`config.mk`:
```
export PLATFORM = sky130hd
export DESIGN_NAME = cd_spi_csr_bridge
export DESIGN_NICKNAME = d
export VERILOG_FILES = /design/src/rtl/cd_spi_pkg.sv /design/src/rtl/cd_sync.sv /design/src/rtl/cd_spi_csr_bridge.sv
export SDC_FILE = /design/constraint.sdc
export NUM_CORES = 1
export LEC_CHECK = 0
export CAP_MARGIN = 20
export CORE_ASPECT_RATIO = 1.1
export CORE_MARGIN = 4
export CORE_UTILIZATION = 50
export DETAILED_ROUTE_END_ITERATION = 10
export MAX_ROUTING_LAYER = met4
export PLACE_DENSITY = 0.73
export SYNTH_ARGS = -nofsm -noshare
export SYNTH_HDL_FRONTEND = slang
export SYNTH_SLANG_ARGS = --single-unit
```
`constraint.sdc`:
```
create_clock -name clk -period 7.65 [get_ports clk]
set_clock_uncertainty 0.1 [all_clocks]
set_input_delay 1.9125 -clock clk [delete_from_list [all_inputs] [get_ports clk]]
set_output_delay 1.9125 -clock clk [all_outputs]
set_load 0.005 [all_outputs]
```
`src/rtl/cd_spi_pkg.sv`:
```
`default_nettype none
// ============================================================================
// Module      : cd_spi_pkg
// Description : Shared types and constants for the SPI-to-CSR bridge of the
//               CDBUS controller.
// Revision    : 1.0 - initial release
// ============================================================================
package cd_spi_pkg;

  // Bridge FSM encoding
  typedef enum logic [1:0] {
    ST_IDLE = 2'd0,
    ST_CMD  = 2'd1,
    ST_WR   = 2'd2,
    ST_RD   = 2'd3
  } state_t;

  // Direction bit inside the command byte (1 = write)
  localparam int CMD_WR_BIT     = 7;
  localparam int BYTES_PER_WORD = 4;

  // Reorders a little-endian CSR word so a single left shift emits
  // byte0 first, each byte MSB first.
  function automatic logic [31:0] tx_order(input logic [31:0] word);
    return {word[7:0], word[15:8], word[23:16], word[31:24]};
  endfunction

endpackage
`default_nettype wire

```
`src/rtl/cd_sync.sv`:
```
`default_nettype none
// ============================================================================
// Module      : cd_sync
// Description : Single-bit multi-flop synchronizer with configurable depth
//               and reset value.
// Revision    : 1.0 - initial release
// ============================================================================
module cd_sync #(
  parameter int   STAGES    = 2,
  parameter logic RESET_VAL = 1'b0
) (
  input  logic clk,
  input  logic rst,
  input  logic i_d,
  output logic o_q
);

  logic [STAGES-1:0] r_sync;

  // Shift the asynchronous input through the flop chain
  always_ff @(posedge clk or posedge rst) begin
    if (rst) begin
      r_sync <= {STAGES{RESET_VAL}};
    end else begin
      r_sync <= {r_sync[STAGES-2:0], i_d};
    end
  end

  assign o_q = r_sync[STAGES-1];

endmodule
`default_nettype wire

```
`src/rtl/cd_spi_csr_bridge.sv`:
```
`default_nettype none
// ============================================================================
// Module      : cd_spi_csr_bridge
// Description : SPI mode-0 slave acting as initiator on the 16-word CSR bus.
//               Byte 0 is a command (bit7 = write, low bits = address), then
//               32-bit little-endian words stream without address increment.
//               Optional macro CD_SPI_MISO_OE_EN adds a spi_miso_oe output
//               that is high only while read data is being shifted out.
// Revision    : 1.0 - initial release
// ============================================================================
module cd_spi_csr_bridge
  import cd_spi_pkg::*;
#(
  parameter int SYNC_STAGES = 2,
  parameter int ADDR_W      = 4
) (
  input  logic              clk,
  input  logic              reset,
  input  logic              spi_sck,
  input  logic              spi_ss_n,
  input  logic              spi_mosi,
  output logic              spi_miso,
`ifdef CD_SPI_MISO_OE_EN
  output logic              spi_miso_oe,
`endif
  output logic              chip_select,
  output logic [ADDR_W-1:0] csr_address,
  output logic              csr_read,
  input  logic [31:0]       csr_readdata,
  output logic              csr_write,
  output logic [31:0]       csr_writedata
);

  localparam logic [1:0] c_LAST_BYTE = 2'(BYTES_PER_WORD - 1);

  // Synchronized SPI pins
  logic w_sck_s;
  logic w_ss_n_s;
  logic w_mosi_s;

  // ss_n resets to "selected" so a reset during a transfer cannot arm the
  // FSM until the master genuinely releases the bus.
  cd_sync #(.STAGES(SYNC_STAGES), .RESET_VAL(1'b0)) u_sync_sck (
    .clk (clk), .rst (reset), .i_d (spi_sck),  .o_q (w_sck_s)
  );
  cd_sync #(.STAGES(SYNC_STAGES), .RESET_VAL(1'b0)) u_sync_ss (
    .clk (clk), .rst (reset), .i_d (spi_ss_n), .o_q (w_ss_n_s)
  );
  cd_sync #(.STAGES(SYNC_STAGES), .RESET_VAL(1'b0)) u_sync_mosi (
    .clk (clk), .rst (reset), .i_d (spi_mosi), .o_q (w_mosi_s)
  );

  state_t            r_state;
  state_t            w_state_next;
  logic              r_sck_d;
  logic              r_armed;
  logic              r_cs;
  logic [2:0]        r_bit_cnt;
  logic [1:0]        r_byte_cnt;
  logic [6:0]        r_rx;
  logic [23:0]       r_wword;
  logic [31:0]       r_txs;
  logic              r_tx_fresh;
  logic [ADDR_W-1:0] r_addr;
  logic              r_read;
  logic              r_write;
  logic [31:0]       r_wdata;
  logic              w_miso;
  logic              w_sck_rise;
  logic              w_sck_fall;
  logic [7:0]        w_rx_next;
  logic              w_bit_last;
  logic              w_word_last;

  assign w_sck_rise  = w_sck_s & ~r_sck_d;
  assign w_sck_fall  = ~w_sck_s & r_sck_d;
  assign w_rx_next   = {r_rx, w_mosi_s};
  assign w_bit_last  = (r_bit_cnt == 3'd7);
  assign w_word_last = w_bit_last && (r_byte_cnt == c_LAST_BYTE);

  // Delayed sck sample for edge detection
  always_ff @(posedge clk or posedge reset) begin
    if (reset) begin
      r_sck_d <= 1'b0;
    end else begin
      r_sck_d <= w_sck_s;
    end
  end

  // FSM state register
  always_ff @(posedge clk or posedge reset) begin
    if (reset) begin
      r_state <= ST_IDLE;
    end else begin
      r_state <= w_state_next;
    end
  end

  // FSM next-state logic; deselect always wins
  always_comb begin
    w_state_next = r_state;
    if (w_ss_n_s) begin
      w_state_next = ST_IDLE;
    end else begin
      case (r_state)
        ST_IDLE: if (r_armed) w_state_next = ST_CMD;
        ST_CMD: begin
          if (w_sck_rise && w_bit_last) begin
            w_state_next = w_rx_next[CMD_WR_BIT] ? ST_WR : ST_RD;
          end
        end
        default: w_state_next = r_state;
      endcase
    end
  end

  // FSM outputs: MISO only driven with data while reading
  always_comb begin
    w_miso = 1'b0;
    if (r_state == ST_RD) begin
      w_miso = r_txs[31];
    end
  end

  // Arm only after ss_n has been seen high since reset
  always_ff @(posedge clk or posedge reset) begin
    if (reset) begin
      r_armed <= 1'b0;
    end else if (w_ss_n_s) begin
      r_armed <= 1'b1;
    end
  end

  // Datapath: shift registers, counters and CSR strobes
  always_ff @(posedge clk or posedge reset) begin
    if (reset) begin
      r_cs       <= 1'b0;
      r_bit_cnt  <= 3'd0;
      r_byte_cnt <= 2'd0;
      r_rx       <= 7'd0;
      r_wword    <= 24'd0;
      r_txs      <= 32'd0;
      r_tx_fresh <= 1'b0;
      r_addr     <= '0;
      r_read     <= 1'b0;
      r_write    <= 1'b0;
      r_wdata    <= 32'd0;
    end else begin
      r_cs    <= ~w_ss_n_s;
      r_read  <= 1'b0;
      r_write <= 1'b0;
      if (w_ss_n_s || (r_state == ST_IDLE)) begin
        // Idle or aborted: drop any partial byte/word
        r_bit_cnt  <= 3'd0;
        r_byte_cnt <= 2'd0;
        r_rx       <= 7'd0;
        r_wword    <= 24'd0;
        r_txs      <= 32'd0;
        r_tx_fresh <= 1'b0;
      end else begin
        case (r_state)
          ST_CMD: begin
            if (w_sck_rise) begin
              r_rx      <= w_rx_next[6:0];
              r_bit_cnt <= r_bit_cnt + 3'd1;
              if (w_bit_last) begin
                r_addr <= w_rx_next[ADDR_W-1:0];
                r_read <= ~w_rx_next[CMD_WR_BIT];
              end
            end
          end
          ST_WR: begin
            if (w_sck_rise) begin
              r_rx      <= w_rx_next[6:0];
              r_bit_cnt <= r_bit_cnt + 3'd1;
              if (w_bit_last) begin
                r_byte_cnt <= r_byte_cnt + 2'd1;
                case (r_byte_cnt)
                  2'd0:    r_wword[7:0]   <= w_rx_next;
                  2'd1:    r_wword[15:8]  <= w_rx_next;
                  2'd2:    r_wword[23:16] <= w_rx_next;
                  default: r_wword        <= r_wword;
                endcase
              end
              if (w_word_last) begin
                r_wdata <= {w_rx_next, r_wword};
                r_write <= 1'b1;
              end
            end
          end
          ST_RD: begin
            if (w_sck_rise) begin
              r_bit_cnt <= r_bit_cnt + 3'd1;
              if (w_bit_last) begin
                r_byte_cnt <= r_byte_cnt + 2'd1;
              end
              // Prefetch the next word at the end of each word
              if (w_word_last) begin
                r_read <= 1'b1;
              end
            end
            if (w_sck_fall) begin
              // The first fall after a load belongs to the previous bit
              if (r_tx_fresh) begin
                r_tx_fresh <= 1'b0;
              end else begin
                r_txs <= {r_txs[30:0], 1'b0};
              end
            end
          end
          default: r_tx_fresh <= r_tx_fresh;
        endcase
      end
      // Read data is captured in the strobe cycle
      if (r_read) begin
        r_txs      <= tx_order(csr_readdata);
        r_tx_fresh <= 1'b1;
      end
    end
  end

  assign spi_miso      = w_miso;
  assign chip_select   = r_cs;
  assign csr_address   = r_addr;
  assign csr_read      = r_read;
  assign csr_write     = r_write;
  assign csr_writedata = r_wdata;
`ifdef CD_SPI_MISO_OE_EN
  assign spi_miso_oe   = (r_state == ST_RD);
`endif

endmodule
`default_nettype wire
```
# == Yosys cells after proc, flatten, opt, wreduce, memory -nomap -nowiden ==
# Cells that the tools add are included.
# op_classes
mul,0
n_div,0
shifts,0
reduce_logical,31
bitwise,7
mux,40
order_cmp,0
add_sub_neg,2
n_eq_ne,10
# ops
cell,n
two-way mux 32 bit,5
two-way mux 24 bit,4
two-way mux 8 bit,3
two-way mux 7 bit,3
AND reduction 4 bit,5
nonzero test 2 bit,9
two-way mux 2 bit,7
two-way mux 1 bit,13
two-way mux 3 bit,3
AND reduction 3 bit,3
nonzero test 3 bit,3
== test 2 bit (second input constant),4
inequality test 3 x 2 -> 1 bit (second input constant),2
AND reduction 2 bit,3
NOT 1 bit,5
== test 2 x 1 -> 1 bit (second input constant),2
logical NOT 2 bit,2
case mux 2 bit (2 select lines),1
OR reduction 2 bit,2
adder 3 x 1 -> 3 bit (second input constant),1
== test 3 bit (second input constant),1
inequality test 3 x 1 -> 1 bit (second input constant),1
OR reduction 3 bit,1
adder 2 x 1 -> 2 bit (second input constant),1
other kinds (4),6
# word_totals
mem_bits_ro,0
reg_bits,118
latchBits,0
out_inout_bits,40
mem_bits_rw,0
wordCells,109
n_memories,0

# == Depth between registers and ports, before layout ==
# Gate-level depths: netlist (run 1).
# logic_depth
depth_word,6
ltp_mapped,6
mapped_depth_nobuf,5

# == By module ==
# Synthesis (run 1) repeated with hierarchy kept, for this count alone.
# hier_totals
cells_unflattened,427
hier_area_um2,5141.2
# modules_own_cells
mod,n_inst,cells_per_inst,area_per_inst_um2
cd_spi_csr_bridge,1,418,4979.8
cd_sync,3,3,53.8

# == Worst setup path before layout (run 1) ==
# Ideal clock, no wire load.
# synth_timing
path_kind,reg-to-output
startpoint,register r_state[0]
endpoint,output spi_miso
setup_slack_ns,4.881
path_stages_with_launch,3
required_time_ns,5.637
arrival_time_ns,0.756
n_path_buf,0
path_cell_list,dfrtp_1 ha_1 and2_1
# synth_via
elab_chain_cells,2
# synth_rtl
element,line,source
start: declaration,cd_spi_csr_bridge.sv:53,state_t r_state;
start signal: assignment,cd_spi_csr_bridge.sv:95,r_state <= w_state_next;
== test 2 bit,cd_spi_csr_bridge.sv:120,if (r_state == ST_RD) begin
two-way mux 1 bit,cd_spi_csr_bridge.sv:120,
end: declaration,cd_spi_csr_bridge.sv:22,"output logic spi_miso,"
# No other way between the ends.

# == Worst setup path in the final report (run 1) ==
# layout_timing
startpoint,register r_state[1]
endpoint,output spi_miso
# The elaborated chain is that of the path after synthesis.

==> results of run 1 <==
==> sequential cells by signal (all words and copies together), names as in the netlist <==
register and count:
r_byte_cnt 2, r_tx_fresh 1, r_sck_d 1, u_sync_ss.r_sync 2, r_wword 24, chip_select 1
csr_write 1, r_txs 32, u_sync_sck.r_sync 2, u_sync_mosi.r_sync 2, r_rx 7, r_state 2
csr_address 4, r_bit_cnt 3, csr_read 1, r_armed 1, csr_writedata 32
==> cell families after synthesis <==
| group | Yosys count | synth area share, % |
|---|---|---|
| flops | 118 | 57.9 |
| simple gates | 107 | 9.84 |
| mux | 94 | 21.5 |
| compound gates | 48 | 5.10 |
| buf+inv | 28 | 2.85 |
| fa+ha+maj | 11 | 2.70 |
| xor+xnor | 1 | 0.172 |
==> stage by stage <==
stage / hold slack, ns / cell area (µm²) / power, mW / std cells / worst slack [ns]
after floorplan: 0.231 / 5100 / 0.668 / 407 / 2.51
after global placement: 0.236 / 5920 / 0.695 / 585 / 3.91
after detailed placement: 0.235 / 5920 / 0.696 / 585 / 3.84
after CTS: 0.248 / 6520 / 1.50 / 617 / 3.79
after global routing: 0.253 / 6520 / 1.54 / 617 / 3.70
final: 0.247 / 6520 / 1.48 / 617 / 3.82
==> Yosys cell counts, drive strengths merged, types with 2 or more instances <==
cell,count
ha,11
nand3b,4
or2,2
nor2,6
nand4,2
mux2,36
nand3,10
buf,9
a21oi,9
clkbuf,12
dfrtp,118
inv,7
nand2,73
and2,3
o21ai,33
mux2i,58
or3,2
==> area by class of cell <==
class                           count  share of cell area [%]
Inverter                            7                   0.441
Sequential cell                   118                    45.3
Tap cell                          120                    2.30
Timing Repair Buffer               79                    12.0
Multi-Input combinational cell    261                    30.7
Clock buffer                       19                    6.47
Clock inverter                     13                    2.78
==> routing by layer <==
metal / routed length, µm / track usage, % / up-vias
li1: - / - / 1554
met1: 4580 / 23.8 / 1608
met2: 4890 / 28.8 / 69
met3: 327 / 4.87 / 16
met4: 155 / 6.47 / 0
met5: 0 / - / -
==> power by group <==
part | internal (mW) | switching, mW | leakage, nW
clock | 0.527 | 0.272 | 0.292
sequential | 0.628 | 0.00277 | 1.62
combinational | 0.0223 | 0.0309 | 1.09
==> layout by cell type (no fill, tap or decap), types with 2 or more instances in the layout <==
cell / n
clkinv_4: 3
mux2_2: 7
or3_1: 2
nand2_1: 73
clkdlybuf4s50_1: 76
ha_1: 11
mux2i_1: 58
clkinvlp_4: 2
nand3b_1: 4
a21oi_1: 9
clkbuf_16: 16
buf_4: 3
inv_1: 6
dfrtp_1: 118
nor2_1: 5
nand3_1: 8
o21ai_0: 33
bufinv_16: 4
clkinv_2: 4
clkbuf_1: 2
and2_1: 3
mux2_4: 29
nand3_2: 2
or2_2: 2
==> path summary, 6_finish.rpt <==
| path | slack [ns] | cells past startpoint | end | from |
|---|---|---|---|---|
| max reg2reg | 4.92 | 6 | csr_writedata[4] | r_state[1] |
| min | 0.25 | 0 | u_sync_sck.r_sync[1] | u_sync_sck.r_sync[0] |
| min in group asynchronous | 1.81 | 2 | r_txs[13] | reset |
| max in group asynchronous | 4.45 | 3 | r_wword[0] | reset |
| min reg2reg | 0.25 | 0 | u_sync_sck.r_sync[1] | u_sync_sck.r_sync[0] |
| max | 3.82 | 3 | spi_miso | r_state[1] |
==> impl_metrics.tcl, run 1 <==
set metrics [dict create \
    status "completed" \
    cts_resized 0 \
    cts.sinks 118 \
    critPathKind "register to output pin" \
    async_flop_share_pct 100 \
    finalSetupTns_ns 0 \
    insertion_delay_ns 0.50 \
    grt_max_degree 65 \
    regArea_um2 2950 \
    dieArea_um2 11900 \
    firstDrtPassIters 4 \
    seq_area_frac_synth_pct 57.9 \
    synth_edf_count 0 \
    yosysUniqueCellTypes 35 \
    worstPathMaxFanout 5 \
    max_stage_delay_ns 0.51 \
    groute.usage.overall_pct 18.5 \
    path_cells "ha_1 > and2_1 > clkdlybuf4s50_1" \
    leakagePower_nw 3.00 \
    die_h_um 114 \
    clk_pin_slew_ns 0.05 \
    final_nets 532 \
    multi_input_area_um2 2000 \
    grt_pass1_vias 3432 \
    avgSynthCellArea_um2 12.5 \
    final_max_slew_viol_count 0 \
    start_kind "register" \
    synth-seq-cells 118 \
    peakVddDrop_mv 0.146 \
    antenna_left 0 \
    vias 3247 \
    antenna_found_initial 0 \
    max_freq_ghz 0.261 \
    hpwl_um 6670 \
    die_x_um 104 \
    relSlewSlack_pct 28.6 \
    crit_family "buffers and inverters" \
    place_congestion 0.741 \
    io_buffers 76 \
    grt-ovfl-total 0 \
    cap_violations 0 \
    worstHoldPathType "register to register" \
    cts_hold_buf 0 \
    initialDrtViolationCount 68 \
    period_minus_slack_ns 3.83 \
    synthesis.area_um2 5100 \
    tightest_slew_ns 1.07 \
    synth.area.top_cells "dfrtp_1 58%, mux2i_1 11%, mux2_4 8.5%, nand2_1 5.4%, o21ai_0 3.2%" \
    synth_top_flop_cell "dfrtp_1" \
    crit_path_end_kind "output pin" \
    worstPathArrival_ns 1.81 \
    diodes 0 \
    final-setup-viol-count 0 \
    drc 0 \
    cts_buffers 17 \
    ys_warn_count 0 \
    synthCells 407 \
    cp.required_ns 5.64 \
    yosys.area.top_type "dfrtp_1" \
    crit_path_top_delay_cell "clkdlybuf4s50_1" \
    rows 38 \
    final_util_pct 65.6 \
    wl_um 9950 \
    h-tree-depth 4 \
    vias_per_cell 5.26 \
    netlist.area_leader.share_pct 57.9 \
    grt_pass1_wl_um 17000 \
    core_area_um2 9940 \
    postCtsSetupBuffers 0 \
    path_buf_inv 1 \
    synth_nets 455 \
    root_buffer "clkbuf_8" \
    fillers 746 \
    area_delta_synth_final_pct 27.8 \
    tritoncts "done" \
    rsz0062_at_grt "no" \
    finalCritPeriodShare_pct 50.0 \
    pwr_density_cell_nw_per_um2 227 \
    ios 77 \
    initial_core_util_pct 51.3 \
    post_drt_wl_per_cell_um 16.1 \
    drive_gt1_share_pct 15.9 \
    hold_viol 0 \
    cts_buffer_depth 2 \
]
Note: power is estimated with default switching activity, not from simulation.
==> run 2, diff against run 1 <==
Clock period 7.65 ns to 3.87 ns, I/O delays scaled along.
==> impl_metrics.tcl, run 2 (synthesis results as in run 1) <==
set metrics [dict create \
    drc 0 \
    firstDrtPassIters 4 \
    finalNonFillerCells 617 \
    hold_slack_ns 0.249 \
    ios 77 \
    fin_area_um2 6550 \
    root_buffer "clkbuf_8" \
    reg2reg_slack_ns 1.14 \
    dp.cells 585 \
    initial_core_util_pct 51.3 \
    finalPower_mw 2.97 \
    rsz0062_at_grt "no" \
    grt-ovfl-total 0 \
    fillers 716 \
    layout_common_cells "118 x dfrtp_1, 76 x clkdlybuf4s50_1, 73 x nand2_1" \
    cap_violations 0 \
    leakagePower_nw 3.00 \
    cts_resized 0 \
    hpwl_um 6500 \
    finalCritPeriodShare_pct 74.8 \
    combinationalPowerShare_pct 3.6 \
    final_common_cell "dfrtp_1" \
    grt_max_degree 119 \
    insertion_delay_ns 0.51 \
    drive_gt1_share_pct 16.3 \
    period_minus_slack_ns 2.90 \
    worstPathArrival_ns 1.83 \
    place_congestion 0.847 \
    finalSetupTns_ns 0 \
    cts_buffers 17 \
    wl_um 10000 \
    peakVddDrop_mv 0.263 \
    cts_hold_buf 0 \
    diodes 0 \
    grt_pass1_vias 3365 \
    clk_pin_slew_ns 0.06 \
    initialDrtViolationCount 145 \
    start_kind "register" \
    final_nets 532 \
    status "completed" \
    h-tree-depth 4 \
    relSlewSlack_pct 28.9 \
    post-place-ws_ns 1.14 \
    worst_slack_ns 0.973 \
    tritoncts "done" \
    die_h_um 114 \
    postCtsSetupBuffers 0 \
    grt_pass1_wl_um 16700 \
    reg2reg_from "r_state[0]" \
    intPower_mw 2.33 \
    worstHoldPathType "register to register" \
    switching_power_mw 0.636 \
    die_x_um 104 \
    critPathKind "register to output pin" \
    groute.usage.overall_pct 18.4 \
    dieArea_um2 11900 \
    vias_per_cell 5.32 \
    cts_buffer_depth 2 \
    hold_viol 0 \
    tightest_slew_ns 1.07 \
    vias 3280 \
    antenna_left 0 \
    post_drt_wl_per_cell_um 16.3 \
    pwr_density_cell_nw_per_um2 453 \
    dpl_cell_area_um2 5930 \
    crit_path_end_kind "output pin" \
    startpoint "r_state[1]" \
    final_util_pct 65.9 \
    worstPathMaxFanout 5 \
    final-setup-viol-count 0 \
    area_delta_synth_final_pct 28.4 \
    hp-start "u_sync_sck.r_sync[0]" \
    cp.required_ns 2.80 \
    core_area_um2 9940 \
    power_frac_seq_pct 42.0 \
    cts.sinks 118 \
    p_sw_share_pct 21.4 \
    antenna_found_initial 0 \
    p_clk_share_pct 54.4 \
    io_buffers 76 \
    rows 38 \
    final_max_slew_viol_count 0 \
    max_freq_ghz 0.345 \
]
-- run 2: power groups by stage --
stage / registers, mW / logic, mW / clock network, mW
final: 1.25 / 0.108 / 1.62
after global routing: 1.25 / 0.119 / 1.70
after CTS: 1.25 / 0.110 / 1.64
after detailed placement: 1.27 / 0.110 / 0
after global placement: 1.27 / 0.108 / 0
after floorplan: 1.27 / 0.0537 / 0
-- run 2: final timing paths --
path,end,cells after the start
max,spi_miso,3
min,u_sync_sck.r_sync[1],0
max reg2reg,csr_writedata[4],6
min reg2reg,u_sync_sck.r_sync[1],0
max in group asynchronous,r_state[0],3
min in group asynchronous,csr_write,3
-- run 2: critical path, stage by stage, from the launching register on --
cell,delay [ns]
dfrtp_1,0.38
ha_1,0.27
and2_1,0.17
clkdlybuf4s50_1,0.50
-- run 2: area by class of cell --
type / count / area [µm²] / share of cell area [%]
clock buffer: 17 / 414 / 6.32
multi-input combinational: 261 / 2000 / 30.6
timing repair buffer: 79 / 796 / 12.1
sequential: 118 / 2950 / 45.1
inverter: 7 / 30.0 / 0.458
clock inverter: 15 / 204 / 3.11
tap: 120 / 150 / 2.29
-- run 2: layer usage --
layer / vias up / GRT usage [%] / part of all wire (%)
met5: - / - / 0
met3: 16 / 5.49 / 4.2
met2: 79 / 29.8 / 51
met1: 1626 / 22.3 / 43
met4: 0 / 5.94 / 1.2
li1: 1559 / - / -
==> run 3, diff against run 2 <==
Settings changed: CORE_UTILIZATION 50 to 49, PLACE_DENSITY 0.73 to 0.74.
Clock period 3.87 ns to 2.5 ns, I/O delays scaled along.
==> impl_metrics.tcl, run 3 (synthesis results as in run 1) <==
set metrics [dict create \
    leakagePower_nw 3.12 \
    grt-ovfl-total 0 \
    die_x_um 105 \
    hp-start "u_sync_ss.r_sync[0]" \
    clk_pin_slew_ns 0.05 \
    antenna_found_initial 0 \
    worst-r2r-cell-count 6 \
    crit_path_end_kind "output pin" \
    hold_viol 0 \
    io_buffers 76 \
    combinationalPowerShare_pct 3.8 \
    met2_usage_pct 29.1 \
    max_freq_ghz 0.415 \
    die_h_um 115 \
    area_delta_synth_final_pct 32.2 \
    tightest_slew_ns 0.835 \
    max_stage_delay_ns 0.60 \
    cts.sinks 118 \
    vias 3327 \
    cts_buffer_depth 2 \
    dieArea_um2 12100 \
    crit_path_top_delay_cell "clkdlybuf4s50_1" \
    grtUsageMet1_pct 22.3 \
    drive_gt1_share_pct 17.8 \
    diodes 0 \
    intPower_mw 3.88 \
    switching_power_mw 0.890 \
    worstPathArrival_ns 1.68 \
    status "completed" \
    pwr_density_cell_nw_per_um2 707 \
    grt_max_degree 40 \
    grt_pass1_wl_um 16900 \
    firstDrtPassIters 5 \
    min_path_cells 0 \
    drc 0 \
    groute.usage.overall_pct 18.2 \
    initialDrtViolationCount 120 \
    final_common_cell "dfrtp_1" \
    path_buf_inv 1 \
    dpl_cell_area_um2 6030 \
    tritoncts "done" \
    root_buffer "clkbuf_8" \
    worstPathMaxFanout 12 \
    cap_violations 0 \
    p_clk_share_pct 55.7 \
    cp.required_ns 1.77 \
    relSlewSlack_pct 44.4 \
    antenna_left 0 \
    power_frac_seq_pct 40.5 \
    wl_um 9950 \
    core_area_um2 10000 \
    p_sw_share_pct 18.7 \
    peakVddDrop_mv 0.417 \
    finalCritPeriodShare_pct 96.3 \
    final_max_slew_viol_count 0 \
    final_nets 541 \
    place_congestion 0.819 \
    ios 77 \
    post_drt_wl_per_cell_um 15.4 \
    rsz0062_at_grt "no" \
    grt_pass1_vias 3492 \
    layout_common_cells "118 x dfrtp_1, 75 x clkdlybuf4s50_1, 73 x nand2_1" \
    grt-busiest-layer "met2" \
    cp_num_cells 1 \
    period_minus_slack_ns 2.41 \
    start_kind "register" \
    hpwl_um 6740 \
    finalSetupTns_ns 0 \
    final-setup-viol-count 0 \
    fin_area_um2 6740 \
    rows 38 \
    cts_buffers 17 \
    vias_per_cell 5.15 \
    worstHoldPathType "register to register" \
    critPathKind "register to output pin" \
    insertion_delay_ns 0.50 \
    crit_family "buffers and inverters" \
    use_met3_pct 4.38 \
    initial_core_util_pct 50.8 \
    reg2reg_from "r_state[1]" \
    fillers 730 \
    h-tree-depth 4 \
    path_cells "clkdlybuf4s50_1" \
    startpoint "csr_read" \
]
run 3: cell count changes in the layout (fill, tap and decap cells not counted), sizes merged:
cell / previous run / this run
buf: 3 / 12
clkbuf: 17 / 24
clkinvlp: 5 / 1
clkinv: 6 / 3
bufinv: 4 / 5
clkdlybuf4s50: 76 / 75
dlymetal6s2s: 0 / 1
inv: 7 / 6
run 3: path summary, 6_finish.rpt:
kind	endpoint	slack, ns
worst min register to register	u_sync_ss.r_sync[1]	0.25
worst max-delay path	csr_read	0.09
max in group asynchronous	csr_address[2]	1.34
min in group asynchronous	csr_write	0.41
worst max register to register	r_txs[1]	0.28
worst min-delay path	u_sync_ss.r_sync[1]	0.25
run 3: routing by layer:
metal,part of all wire [%],vias to the layer above
met5,0,-
met4,1.1,0
met3,4.1,7
met2,51,75
met1,44,1653
li1,-,1592
run 3: cell type report:
cell class | instances | area [µm²] | area share (%)
clock buffers | 24 | 500 | 7.42
clock inverters | 8 | 165 | 2.45
inverters | 7 | 30.0 | 0.445
multi-input cells | 261 | 2020 | 29.9
flip-flops and latches | 118 | 2950 | 43.8
well taps | 140 | 175 | 2.60
repair buffers | 88 | 903 | 13.4
run 3: what timing repair did:
| action | CTS | global route |
|---|---|---|
| hold buffers | 0 | 0 |
| setup endpoints to repair | 1 | 1 |
| pin swaps | 0 | 0 |
| gates resized for setup | 2 | 1 |
| setup buffers | 1 | 3 |
run 3: power groups by stage:
stage,registers [mW],clock network [mW],logic (mW)
finish,1.93,2.65,0.183
global route,1.93,2.80,0.204
CTS,1.93,2.70,0.180
detailed placement,1.96,0,0.179
global placement,1.96,0,0.176
floorplan,1.96,0,0.0832
run 3: through the flow:
step | hold WS [ns] | instances | util, % | total power, mW | setup slack (ns)
finish | 0.249 | 646 | 67.2 | 4.77 | 0.0917
global route | 0.256 | 646 | 67.2 | 4.93 | 0.00757
detailed placement | 0.241 | 610 | 60.1 | 2.14 | 0.486
global placement | 0.235 | 610 | 60.1 | 2.14 | 0.526
CTS | 0.254 | 643 | 67.0 | 4.81 | 0.00880
floorplan | 0.231 | 407 | - | 2.04 | 0.334
